--- src/rtl/alu_mem_stage.sv ---
// Execute/memory stage: ALU control decode, 16-bit ALU with flags, and a
// word-organised data memory addressed by the ALU result.
module alu_mem_stage #(
  parameter int MEM_WORDS = 64
) (
  input  logic        Clock,
  input  logic        Reset,
  input  logic [1:0]  ALUOp,
  input  logic [3:0]  Funct,
  input  logic [2:0]  Opcode,
  input  logic [15:0] A,
  input  logic [15:0] B,
  input  logic [15:0] WriteData,
  input  logic        MemRead,
  input  logic        MemWrite,
  output logic [3:0]  ALUCtrl,
  output logic [15:0] Result,
  output logic        Zero,
  output logic        Overflow,
  output logic        CarryOut,
  output logic [15:0] ReadData
);

  localparam int AW = $clog2(MEM_WORDS);

  typedef enum logic [2:0] {
    OP_AND = 3'b000,
    OP_OR  = 3'b001,
    OP_XOR = 3'b010,
    OP_NOR = 3'b011,
    OP_ADD = 3'b100,
    OP_SLT = 3'b101,
    OP_SLL = 3'b110,
    OP_SRL = 3'b111
  } alu_op_e;

  alu_op_e     alu_op;
  logic        bnegate;
  logic [15:0] b_eff;
  logic [16:0] sum;
  logic        is_arith;
  logic        ovf_raw;
  logic [15:0] alu_result;

  logic [AW-1:0] mem_idx;
  logic [15:0]   mem_q [MEM_WORDS];
  logic [15:0]   mem_d [MEM_WORDS];

  // ALU control decode
  always_comb begin
    alu_op  = OP_ADD;
    bnegate = 1'b0;
    unique case (ALUOp)
      2'b00: begin
        alu_op  = OP_ADD;
        bnegate = 1'b0;
      end
      2'b01: begin
        alu_op  = OP_ADD;
        bnegate = 1'b1;
      end
      2'b10: begin
        case (Funct)
          4'b0000: alu_op = OP_ADD;
          4'b0001: begin
            alu_op  = OP_ADD;
            bnegate = 1'b1;
          end
          4'b0010: alu_op = OP_AND;
          4'b0011: alu_op = OP_OR;
          4'b0100: alu_op = OP_XOR;
          4'b0101: alu_op = OP_NOR;
          4'b0110: begin
            alu_op  = OP_SLT;
            bnegate = 1'b1;
          end
          4'b0111: alu_op = OP_SLL;
          4'b1000: alu_op = OP_SRL;
          default: alu_op = OP_ADD;
        endcase
      end
      2'b11: begin
        case (Opcode)
          3'b001:  alu_op = OP_ADD;
          3'b010:  alu_op = OP_AND;
          3'b011:  alu_op = OP_OR;
          3'b100: begin
            alu_op  = OP_SLT;
            bnegate = 1'b1;
          end
          default: alu_op = OP_ADD;
        endcase
      end
      default: begin
        alu_op  = OP_ADD;
        bnegate = 1'b0;
      end
    endcase
  end

  assign ALUCtrl = {bnegate, alu_op};

  // Shared adder feeds ADD/SUB and the signed compare for SLT
  always_comb begin
    b_eff    = bnegate ? ~B : B;
    sum      = {1'b0, A} + {1'b0, b_eff} + {16'b0, bnegate};
    is_arith = (alu_op == OP_ADD) || (alu_op == OP_SLT);
    ovf_raw  = (A[15] == b_eff[15]) && (sum[15] != A[15]);

    alu_result = 16'h0000;
    case (alu_op)
      OP_AND:  alu_result = A & B;
      OP_OR:   alu_result = A | B;
      OP_XOR:  alu_result = A ^ B;
      OP_NOR:  alu_result = ~(A | B);
      OP_ADD:  alu_result = sum[15:0];
      OP_SLT:  alu_result = {15'b0, sum[15] ^ ovf_raw};
      OP_SLL:  alu_result = A << B[3:0];
      OP_SRL:  alu_result = A >> B[3:0];
      default: alu_result = 16'h0000;
    endcase
  end

  assign Result   = alu_result;
  assign Zero     = (alu_result == 16'h0000);
  assign Overflow = is_arith & ovf_raw;
  assign CarryOut = is_arith & sum[16];

  // Byte address: bit 0 and bits above the word index are ignored
  assign mem_idx = Result[AW:1];

  always_comb begin
    mem_d = mem_q;
    if (MemWrite) begin
      mem_d[mem_idx] = WriteData;
    end
  end

  always_ff @(posedge Clock) begin
    if (Reset) begin
      mem_q <= '{default: '0};
    end else begin
      mem_q <= mem_d;
    end
  end

  assign ReadData = MemRead ? mem_q[mem_idx] : 16'h0000;

endmodule

--- config.mk ---
export PLATFORM = sky130hd
export DESIGN_NAME = alu_mem_stage
export DESIGN_NICKNAME = d
export VERILOG_FILES = /design/src/rtl/alu_mem_stage.sv
export SDC_FILE = /design/constraint.sdc
export NUM_CORES = 2
export LEC_CHECK = 0
export CORE_ASPECT_RATIO = 2
export CORE_UTILIZATION = 55
export DETAILED_ROUTE_END_ITERATION = 8
export PLACE_DENSITY_LB_ADDON = 0.12
export SLEW_MARGIN = 20
export SYNTH_ARGS = -nofsm -noshare
export SYNTH_HDL_FRONTEND = slang
export SYNTH_SLANG_ARGS = --single-unit
export TNS_END_PERCENT = 50
--- constraint.sdc ---
create_clock -name Clock -period 15 [get_ports Clock]
set_input_delay 1.5 -clock Clock [delete_from_list [all_inputs] [get_ports Clock]]
set_output_delay 1.5 -clock Clock [all_outputs]
set_load 0.01 [all_outputs]
# Yosys cells after proc, flatten, opt, wreduce, memory -nomap -nowiden

Index checks and enable logic that the tools add are counted.

Register bits after elaboration: 1,024
Input port bits: 61
Logic and storage cells: 125

Add/subtract/negate cells: 2
Order comparisons: 2
Equality and inequality tests: 23
Shift-type cells: 2
Mux-type cells: 15
Bitwise gates (word level): 9
Reductions and logical operators: 8

Operators by type and width:

| operator                                                               | count |
|---|---|
| 1024-bit bitwise mux                                                   | 1 |
| 16-bit case mux with 8 select lines                                    | 1 |
| 16-bit binary-select mux with 6-bit select                             | 1 |
| 16-bit demux with 6-bit select                                         | 1 |
| 16-bit 2-to-1 mux                                                      | 5 |
| 16-bit inverter                                                        | 2 |
| 3-bit case mux with 7 select lines                                     | 1 |
| 3-bit case mux with 3 select lines                                     | 2 |
| 16-bit by 16-bit adder with 17-bit output                              | 1 |
| 17-bit by 1-bit adder with 17-bit output                               | 1 |
| 16-bit bitwise AND                                                     | 1 |
| 4-bit by 3-bit equality test with 1-bit output (second input constant) | 4 |
| 16-bit logical NOT                                                     | 1 |
| 16-bit OR                                                              | 1 |
| 16-bit by 4-bit << shifter with 16-bit output                          | 1 |
| 16-bit by 4-bit right shift with 16-bit output                         | 1 |
| 16-bit bitwise XOR                                                     | 1 |
| 3-bit equality test (second input constant)                            | 5 |
| 3-bit by 2-bit equality test with 1-bit output (second input constant) | 4 |
| 4-bit by 2-bit equality test with 1-bit output (second input constant) | 2 |
| 7-bit greater-or-equal comparator (second input constant)              | 1 |
| 7-bit by 1-bit < comparator with 1-bit output (second input constant)  | 1 |
| 6-bit inverter with 7-bit output                                       | 1 |
| 2-bit equality test (second input constant)                            | 2 |
| other kinds (15)                                                       | 19 |

# Depth between registers and ports, before layout

Word-level depth: 17
Gate-level depth with buffers: 22
Mapped depth without buffers: 18

# Worst setup path before layout

OpenSTA, ideal clock, no wires.

Path kind: input -> output
Start point: input port Funct[1]
End point: output port ReadData[1]
Arrival: 6,273 ps
Required time: 13,500 ps
Slack: 7,227 ps
Stages: 20
Buffers on the path: 4
Cells stage by stage: buf_2 -> nor3b_1 -> nor2_1 -> o2bb2ai_1 -> clkbuf_1 -> clkbuf_1 -> xnor2_1 -> ha_1 -> nor2b_1 -> or3_1 -> a21oi_1 -> o31a_1 -> o311ai_1 -> nor3_4 -> inv_2 -> buf_4 -> nand3_1 -> o2111ai_1 -> or3_1 -> a2111oi_0

Word-level cells in the longest chain between the ends: 13
Elaborated cells on any way between the ends: 30
Classes of those cells: add/sub: 2; eq/ne: 15; mux: 10; bitwise: 1; reduce/logical: 2

Ends and longest elaborated chain:

| item                                                                                                                    | RTL line | text |
|---|---|---|
| start, declared                                                                                                         | 9        | `input logic [3:0] Funct,` |
| 4-bit by 3-bit equality test with 1-bit output / 4-bit by 1-bit equality test with 1-bit output (equally long branches) | 63       | `case (Funct)` |
| 2-bit OR reduction (no source line) (*)                                                                                 | n/a      |  |
| 1-bit 2-to-1 mux (*)                                                                                                    | 63       |  |
| 1-bit case mux with 4 select lines (*)                                                                                  | 53       | `unique case (ALUOp)` |
| via bnegate                                                                                                             | 38       | `logic bnegate;` |
| 16-bit 2-to-1 mux                                                                                                       | 105      | `b_eff = bnegate ? ~B : B;` |
| 16-bit by 16-bit adder with 17-bit output                                                                               | 106      | `sum = {1'b0, A} + {1'b0, b_eff} + {16'b0, bnegate};` |
| 17-bit by 1-bit adder with 17-bit output (*)                                                                            | 106      |  |
| 16-bit case mux with 8 select lines (*)                                                                                 | 111      | `case (alu_op)` |
| via Result[4]                                                                                                           | 17       | `output logic [15:0] Result,` |
| 6-bit inverter with 7-bit output (not written as such) (*)                                                              | 147      | `assign ReadData = MemRead ? mem_q[mem_idx] : 16'h0000;` |
| 16-bit binary-select mux with 6-bit select (*)                                                                          | 147      |  |
| 16-bit 2-to-1 mux (not written as such) (*) (2 in series)                                                               | 147      |  |
| 16-bit 2-to-1 mux (*)                                                                                                   | 147      |  |
| end, declared                                                                                                           | 21       | `output logic [15:0] ReadData` |

The timed path passes the listed nets; every way through them passes the cells marked *. The select of a mux whose other input is x is not followed.

# Worst setup path in the final report

Start point: input port ALUOp[0]
End point: output port ReadData[8]

Word-level cells in the longest chain between the ends: 11
Elaborated cells on any way between the ends: 24
Classes of those cells: add/sub: 2; eq/ne: 10; mux: 8; bitwise: 1; reduce/logical: 3

Ends and longest elaborated chain:

| item                                                       | RTL line | text |
|---|---|---|
| start, declared                                            | 8        | `input logic [1:0] ALUOp,` |
| 2-bit equality test (tied with other cells)                | 53       |  |
| 1-bit case mux with 4 select lines                         | 53       |  |
| 16-bit 2-to-1 mux                                          | 105      |  |
| 16-bit by 16-bit adder with 17-bit output                  | 106      |  |
| 17-bit by 1-bit adder with 17-bit output                   | 106      |  |
| 16-bit case mux with 8 select lines (*)                    | 111      |  |
| 6-bit inverter with 7-bit output (not written as such) (*) | 147      |  |
| 16-bit binary-select mux with 6-bit select (*)             | 147      |  |
| 16-bit 2-to-1 mux (not written as such) (*) (2 in series)  | 147      |  |
| 16-bit 2-to-1 mux (*)                                      | 147      |  |

Mark *: on every way between the ends. The rest lies on a longest branch, timed or not. The select of a mux whose other input is x is not followed.

==> metrics.md <==
| Metric | Value |
|---|---|
| Synth Flop Type | dfxtp_1 |
| Period utilization | 70.9% |
| First-pass GRT wire length | roughly 290000 um |
| Number of flip-flops in the largest register | 1024 |
| # setup viols final | 0 |
| Maximum clock rate | around 0.094 GHz |
| Layout cell share with drive strength beyond 1 | 5.66% |
| Worst Path Arrival | 9.13 ns |
| Top flop regs | mem_q x1024 |
| Top reg by flops | mem_q |
| CTS buffer count | 89 |
| GPL Wtd Cong | 1.00 |
| Clock-pin slew of the registers on the worst-case setup and hold paths | about 0.06 ns |
| VDD IR max | ~120 uV |
| Worst hold margin | 0.454 ns |
| Syn Inst Count | just under 7000 |
| Worst-path cell chain | clkdlybuf4s50_1 > or3b_1 > o2bb2ai_2 > buf_4 > xnor2_1 > ha_1 > and3b_1 > o211a_1 > a31oi_1 > a21oi_1 > xor2_1 > a221oi_4 > nand3_1 > buf_4 > o221ai_1 > a2111oi_0 > and3_1 > clkdlybuf4s50_1 |
| Cell Rows | 155 |
| Worst r2r path cells | 2 |
| Initial antenna violation count | 5 |
| Via count | 49900 |
| Post-route non-filler standard cell count | between 7000 and 8000 |
| Worst R2R Setup Slack | around 14 ns |
| IO buf count | 99 |
| Worst flop-to-flop path endpoint | mem_q[544]$_SDFFE_PP0P_ |
| Core area | 89400 um^2 |
| Mapped cell area | 49700 um^2 |
| GRT Resource Usage Total | 41.5% |
| Net Count, Synth | approximately 7000 |
| Post-DRT Antenna Nets | 0 |
| Syn avg cell area | 7.24 um^2 |
| Util after Layout | between 50% and 60% |
| Register bit total from synthesis | 1024 |
| Crit path largest cell delay | about 1 ns |
| Worst-path maximum fanout | 18 |
| Worst-Skew Late Latency | 0.72 ns |
| Worst hold stages | 2 |
| Maximum clock insertion buffer count | 3 |
| Placed cells | 7590 |
| Reg2reg start | mem_q[544]$_SDFFE_PP0P_ |
| Die area | 91700 um^2 |
| Max_cap viols | 0 |
| Critical Path End Type | primary output |
| Fin. max-slew vios | 0 |
| Residual DRC | 0 |
| Die width | 215 um |
| Die H | 427 um |
| DRT iter0 DRCs | 5760 |
| Crit path kind | in -> out |
| Endpoint, Worst Hold | mem_q[339]$_SDFFE_PP0P_ |
| Remaining Overflow, GRT | 0 |
| Hold Vio Cnt, Final | 0 |
| Max-slew headroom | ~18% |
| Post-synth EDFFs | 0 |
| HP Start | mem_q[339]$_SDFFE_PP0P_ |
| Leak | 17.3 nW |
| Synth unique cells | 85 |
| Hold Path Class | reg -> reg |
| RSZ-0062 raised after global routing | false |
| Synth Warn # | 0 |
| Post-synth ARST share | 0% |
| H-tree lvl count | 3 |
| Root Buffer | clkbuf_16 |
| Post-CTS setup buffer count | 0 |
| Total negative slack | 0 ns |
| Largest net degree at the start of global routing | 204 |
| Dpl hpwl | 120000 um |
| Status | completed |
| Pre-Repair DR Iteration Count | 9 |
| CP startpoint kind | input port |
| TritonCTS clock tree | done |
| IO Count | 100 |
| Initial Util | 55.6% |
| Worst Clk Skew | 0 ns |
| Required time worst endpoint | 13.50 ns |
| Drt wl/cell | 25.1 um |
| Slowest CP cell | nand3_1 |
| Post-CTS Hold Buffers | 0 |
| Final nets | 6615 |
| Post-CTS sizing | 0 |
| Vias in the first global route | 46300 |
| Worst-Margin Slew | 1.23 ns |
| Sequential-to-total area share from yosys stat | 41.2% |
| Via density | 6.44 |
| P&R area growth vs syn | 7.49% |
| DRT Wirelength | 194000 um |
| PD cells | 141 nW/um^2 |
| Total clock sinks | 1024 |
| Min Tclk post-route | between 10 and 15 ns |
synth_stat cells, types with 11 or more instances:
cell type,count,share of area (%)
nor3_1,36,0.36
inv_1,40,0.30
o21ai_0,52,0.52
clkbuf_1,360,2.7
xnor2_1,30,0.53
buf_1,98,0.74
nand3_1,744,7.5
o221ai_1,12,0.21
a31oi_1,96,1.2
a21oi_1,1033,10
mux4_2,13,0.59
nand2_1,2031,15
dfxtp_1,1024,41
ha_1,48,1.2
nor2_1,287,2.2
and3_1,98,1.2
a22oi_1,45,0.68
nand4_1,28,0.35
o22ai_1,53,0.67
o21a_1,11,0.17
a311oi_1,14,0.25
buf_2,188,1.9
nor4_1,25,0.31
mux2i_1,264,5.3
a211oi_1,11,0.17
buf_4,22,0.33
a32oi_1,13,0.23
stage by stage:
step,setup slack [ns],total power [mW],cell area (um^2)
2_1_floorplan,7.23,4.13,49700
3_3_place_gp,4.56,5.05,50400
3_5_place_dp,4.61,5.06,50400
4_1_cts,4.58,7.44,53400
5_1_grt,4.18,7.71,53400
6_report,4.37,7.55,53400
where the power goes:
part / total, mW / switching, mW / leakage, nW / internal [mW]
combinational: 2.32 / 1.79 / 7.53 / 0.538
sequential: 2.79 / 0.0235 / 8.25 / 2.76
clock: 2.44 / 1.10 / 1.49 / 1.34
layout make-up:
| type | count | area [um^2] |
|---|---|---|
| fill | 8438 | 36000 |
| multi-input combinational | 5121 | 26400 |
| sequential | 1024 | 20500 |
| clock buffer | 130 | 2660 |
| timing repair buffer | 220 | 1900 |
| tap | 1177 | 1470 |
| clock inverter | 31 | 360 |
| inverter | 49 | 199 |
| antenna | 2 | 5.00 |
cell usage in the layout, fill, tap and decap left out, types with 8 or more instances in the layout:
cell	count
dfxtp_1	1024
nand2_1	2030
clkinv_2	17
and3_1	98
mux2i_1	264
ha_1	48
a21oi_1	1033
nor3_1	29
nor3_2	9
clkbuf_8	22
o22ai_1	52
inv_1	40
nor2_4	9
a211oi_1	11
o221ai_1	12
nand3_1	743
a31oi_1	96
buf_4	114
a32oi_1	13
xnor2_1	30
mux4_2	13
a311oi_1	14
nand4_1	28
o21ai_0	52
o21a_1	11
a221oi_1	10
nor4_1	19
nor2_1	284
clkbuf_1	17
clkdlybuf4s50_1	81
clkbuf_16	92
a22oi_1	45
buf_2	17
or2_2	8
cells by family (layout without fill, tap and decap cells):
logic type | after synthesis | after routing | share of synthesized area (%)
AOI/OAI and AO/OA | 1432 | 1432 | 16.2
xor gates and xnor gates | 34 | 34 | 0.599
adders and majority gates | 49 | 49 | 1.25
buffers and inverters | 721 | 430 | 6.14
DFF | 1024 | 1024 | 41.2
muxes | 280 | 280 | 5.97
other | 0 | 2 | 0
and+or+nand+nor | 3326 | 3326 | 28.6
worst max-delay path: cells and delay by family:
family | cells | cell delay [ns]
compound gates | 7 | 2.91
xor+xnor | 2 | 0.30
fa+ha+maj | 1 | 0.37
buf+inv | 4 | 1.94
simple gates | 4 | 2.06
worst max-delay path by stage:
stage,start,to,slack (ns),cells past startpoint
final,ALUOp[0],ReadData[8],4.37,18
after detailed placement,ALUOp[0],Zero,4.61,18
after global routing,ALUOp[0],ReadData[8],4.18,18
after floorplan,Funct[1],ReadData[1],7.23,20
after global placement,ALUOp[0],ReadData[7],4.56,19
after CTS,ALUOp[0],Zero,4.58,18
per-layer routing:
metal	part of all wire, %	vias to the layer above	global-route usage [%]	routed length [um]
met5	0.022	-	0	42
met4	9.8	6	35.6	19000
met3	8.8	805	8.37	17200
met2	47	2688	68.5	91400
met1	34	23800	45.7	66900
li1	-	22600	-	-
No activity file was read; power rests on OpenSTA's default activity.
